===== config.mk =====
export PLATFORM = sky130hd
export DESIGN_NAME = resp_delay_check
export DESIGN_NICKNAME = d
export VERILOG_FILES = /design/src/rtl/resp_delay_check.sv
export SDC_FILE = /design/constraint.sdc
export NUM_CORES = 1
export LEC_CHECK = 0
export ABC_AREA = 0
export BUFFER_PORTS_ARGS = -buffer_cell sky130_fd_sc_hd__buf_4
export CORE_AREA = 2 2 49 51
export DETAILED_ROUTE_END_ITERATION = 7
export DIE_AREA = 0 0 51 53
export GPL_ROUTABILITY_DRIVEN = 0
export PLACE_DENSITY = 0.87
export SYNTH_ARGS = -nofsm -noshare
export SYNTH_HDL_FRONTEND = slang
export SYNTH_SLANG_ARGS = --single-unit
export TNS_END_PERCENT = 20

===== constraint.sdc =====
create_clock -name clk -period 4.6 [get_ports clk]
set_input_delay 0.46 -clock clk [delete_from_list [all_inputs] [get_ports clk]]
set_output_delay 0.46 -clock clk [all_outputs]
set_load 0.01 [all_outputs]

===== src/rtl/resp_delay_check.sv =====
// rtl/resp_delay_check.sv - response delay pipeline with antecedent |-> ##DEPTH consequent checker
// Violations are latched sticky per channel and counted with saturation.
module resp_delay_check #(
    parameter int CHANNELS = 4,
    parameter int DEPTH    = 3,
    parameter int CNT_W    = 8
) (
    input  logic                clk,
    input  logic                reset,
    input  logic [CHANNELS-1:0] antecedent,
    input  logic                stall,
    input  logic [CHANNELS-1:0] mask,
    input  logic                clear,
    output logic [CHANNELS-1:0] consequent,
    output logic [CHANNELS-1:0] fail_vec,
    output logic [CNT_W-1:0]    fail_count
);

    // Six extra bits cover adding up to 32 violations before saturation.
    localparam int SUM_W = CNT_W + 6;

    logic [CHANNELS-1:0] stage_q [DEPTH];
    logic [CHANNELS-1:0] fail_vec_q;
    logic [CHANNELS-1:0] fail_vec_d;
    logic [CHANNELS-1:0] viol;
    logic [CNT_W-1:0]    fail_count_q;
    logic [CNT_W-1:0]    fail_count_d;
    logic [5:0]          viol_cnt;
    logic [SUM_W-1:0]    sum;

    always_ff @(posedge clk or posedge reset) begin
        if (reset) begin
            for (int i = 0; i < DEPTH; i++) begin
                stage_q[i] <= '0;
            end
        end else if (!stall) begin
            stage_q[0] <= antecedent;
            for (int i = 1; i < DEPTH; i++) begin
                stage_q[i] <= stage_q[i-1];
            end
        end
    end

    assign consequent = stage_q[DEPTH-1] & ~mask;

    // A due response suppressed by the mask is the only way consequent can miss.
    always_comb begin
        viol     = stall ? '0 : (stage_q[DEPTH-1] & mask);
        viol_cnt = '0;
        for (int c = 0; c < CHANNELS; c++) begin
            viol_cnt = viol_cnt + 6'(viol[c]);
        end
        sum = (clear ? '0 : SUM_W'(fail_count_q)) + SUM_W'(viol_cnt);
        if (sum > SUM_W'({CNT_W{1'b1}})) begin
            fail_count_d = '1;
        end else begin
            fail_count_d = sum[CNT_W-1:0];
        end
        fail_vec_d = clear ? viol : (fail_vec_q | viol);
    end

    always_ff @(posedge clk or posedge reset) begin
        if (reset) begin
            fail_vec_q   <= '0;
            fail_count_q <= '0;
        end else begin
            fail_vec_q   <= fail_vec_d;
            fail_count_q <= fail_count_d;
        end
    end

    assign fail_vec   = fail_vec_q;
    assign fail_count = fail_count_q;

endmodule


==> run summary <==
Hold WS - 0.319 ns
post-route ant nets - 0
max-cap violations - 0
vias - 750
Post-layout nets - 136
fmax - 412 MHz
Arr. time, crit path - 2.67 ns
fin crit share - 52.8%
Seq/Total Area, Yosys - 53.8%
critical-path cell list - buf_4 > nand3b_1 > fa_1 > fa_1 > inv_1 > fa_1 > and4_1 > nand4_2 > a21oi_1
H-tree depth - 1
worst vdd ir - 218 uV
Tightest Pin Transition - 0.875 ns
vias in the first global route - 776
TritonRoute pass-1 iters - 4
area occupied by multi-input gates - 477 um^2
status - finished, final reports clean
number of setup buffers added after CTS - 0
RSZ-0062 raised after global routing - false
Critical Path RT - 4.84 ns
Worst setup EP type - flip-flop
area grow syn2layout - 23.3%
setup ws final - 2.17 ns
syn avg cell area - 12.3 um^2
first-pass GRT wire length - 3.35 mm
Longest Clk Path Bufs - 2
Cells after Synth - 91
# setup viols final - 0
pre-CTS setup slack - 1.83 ns
residual DRC count - 0
R2R Path End - fail_count[3]
Mapped Area - 0.00112 mm^2
Syn Nets - 107
post-synthesis adder-cell area fraction - 6.49%
Seq cells post-synth - 24
fin crit period - 2.43 ns
largest family of logic cells by synthesized area - simple AND/OR/NAND/NOR gates
Die Ht - 53 um
initial DRC count - 12
layout cells sized above 1 - 34.5%
startpoint types - primary input
row cnt - 17
xor/xnor share of the synthesized area - 2.35%
CP max-delay cell - fa_1
post-cts hold buffer count - 0
Crit Path Class - primary input to flip-flop
setup_tns - 0 ns
CTS tree - done
flop2flop setup slack - 2.20 ns
cell repeated most along the worst path - fa_1
Post-Route WL - 1.92 mm
Critical path buffers and inverters - 2
initial antenna violation count - 0
Clk pin slew, worst setup/hold paths - 0.13 ns
die width - 51 um
global route total overflow - 0
reg2reg path depth - 8
most frequent cells in the layout - buf_4 (27), dfrtp_1 (24), inv_1 (7), nor2b_1 (7)
Worst-Skew Late Latency - 0.31 ns
routed len/inst - 13.0 um
Hold Fails Final Rpt - 0
Ys Warns - 0
initial core utilization - 52.0%
most common cell after layout, fill and taps aside - buf_4
cts repair resizes - 0
non-filler cells, final - 147
Power Dens Cells - 344 mW/mm^2
clk root buf - clkbuf_4
Core Util, Final - 64.1%
cts bufs inserted - 3
drt via density - 5.10
PortBufs - 27
register area - 601 um^2
Post-Synth Simple-Gate Area - 15.3%
Synth Area in Compound Gates - 5.49%
Lkg Pwr - 0.682 nW
worst r2r src - stage_q[1]
Yosys cell types - 27
Fillers - 178
crit-path max FO - 16
Max stage delay on crit path - 0.53 ns
Total GRT Usage - 16.9%
mux contribution to synthesized area - 13.0%
Inserted Diodes - 0
CP delay by family, top - adder cells
Max-Slew Margin vs Limit - 41.6%
final clock skew - 0.000721 ns
worst hold path class - primary input to asynchronous set/reset pin
Final Max Tran Viols - 0
hpwl dp - 1.47 mm
core box area - 0.00215 mm^2
largest net degree at the start of global routing - 25
Sink Count - 24
io pins - 28
Die ar. - 0.00270 mm^2
Placed Cells - 143
worst max-delay path by stage:
stage                     from  slack, ns             to  cells past startpoint
CTS                      stall       2.17  fail_count[3]                      9
global route        stage_q[1]       2.01  fail_count[3]                      8
finish                   stall       2.17  fail_count[3]                      9
detailed placement       stall       1.83  fail_count[3]                      9
floorplan                stall       1.85  fail_count[3]                     10
global placement         stall       1.93  fail_count[3]                      9
Yosys cell counts:
cell       n  area, um^2
buf_2      2        10.0
mux2_2     6        67.6
nor2b_1    7        43.8
clkbuf_1   1        3.75
nor2_1     3        11.3
inv_1      7        26.3
nand2b_1   3        18.8
o21ai_0    4        20.0
nor2b_4    1        13.8
nand2_1    4        15.0
xnor2_1    2        17.5
nand3_1    2        10.0
nand3b_1   4        30.0
mux2i_1    1        10.0
nand4_2    1        12.5
o21ai_1    2        10.0
fa_1       3        60.1
a31oi_1    1        6.26
dfrtp_1   24         601
xor2_1     1        8.76
and3_2     1        7.51
ha_1       1        12.5
and4_1     1        8.76
o2111a_2   1        12.5
a211oi_1   1        7.51
a21oi_1    1        5.00
mux2_1     6        67.6
through the flow:
stage | power [mW] | instance area [um^2]
2_1_floorplan | 0.319 | 1120
4_1_cts | 0.483 | 1380
5_1_grt | 0.503 | 1380
6_report | 0.474 | 1380
3_3_place_gp | 0.364 | 1340
3_5_place_dp | 0.370 | 1340
where the power goes:
group	total [mW]	internal (mW)	switching, mW	leakage (nW)
Sequential	0.257	0.241	0.0169	0.302
Combinational	0.106	0.0588	0.0473	0.359
Clock	0.111	0.0483	0.0625	0.0210
Total	0.474	0.348	0.127	0.682
area by class of cell:
| cell class | instances | share of cell area, % |
|---|---|---|
| well taps | 28 | 2.54 |
| clock buffers | 4 | 2.63 |
| inverters | 7 | 1.91 |
| repair buffers | 27 | 14.7 |
| multi-input cells | 57 | 34.6 |
| flip-flops and latches | 24 | 43.6 |
registers in the layout, indices dropped and copies added (netlist names):
name / count
stage_q: 12
fail_vec: 4
fail_count: 8
kinds of logic after synthesis:
kind of cell,Yosys count
simple gates,27
flops,24
mux,13
compound gates,10
buf+inv,10
fa+ha+maj,4
xor+xnor,3
routing by layer:
metal	wire (um)	part of all wire, %	track usage [%]
met5	0	0	0
met4	11	0.57	6.76
met3	102	5.3	3.67
met2	979	51	29.2
met1	824	43	20.6
No activity file was read; power rests on OpenSTA's default activity.
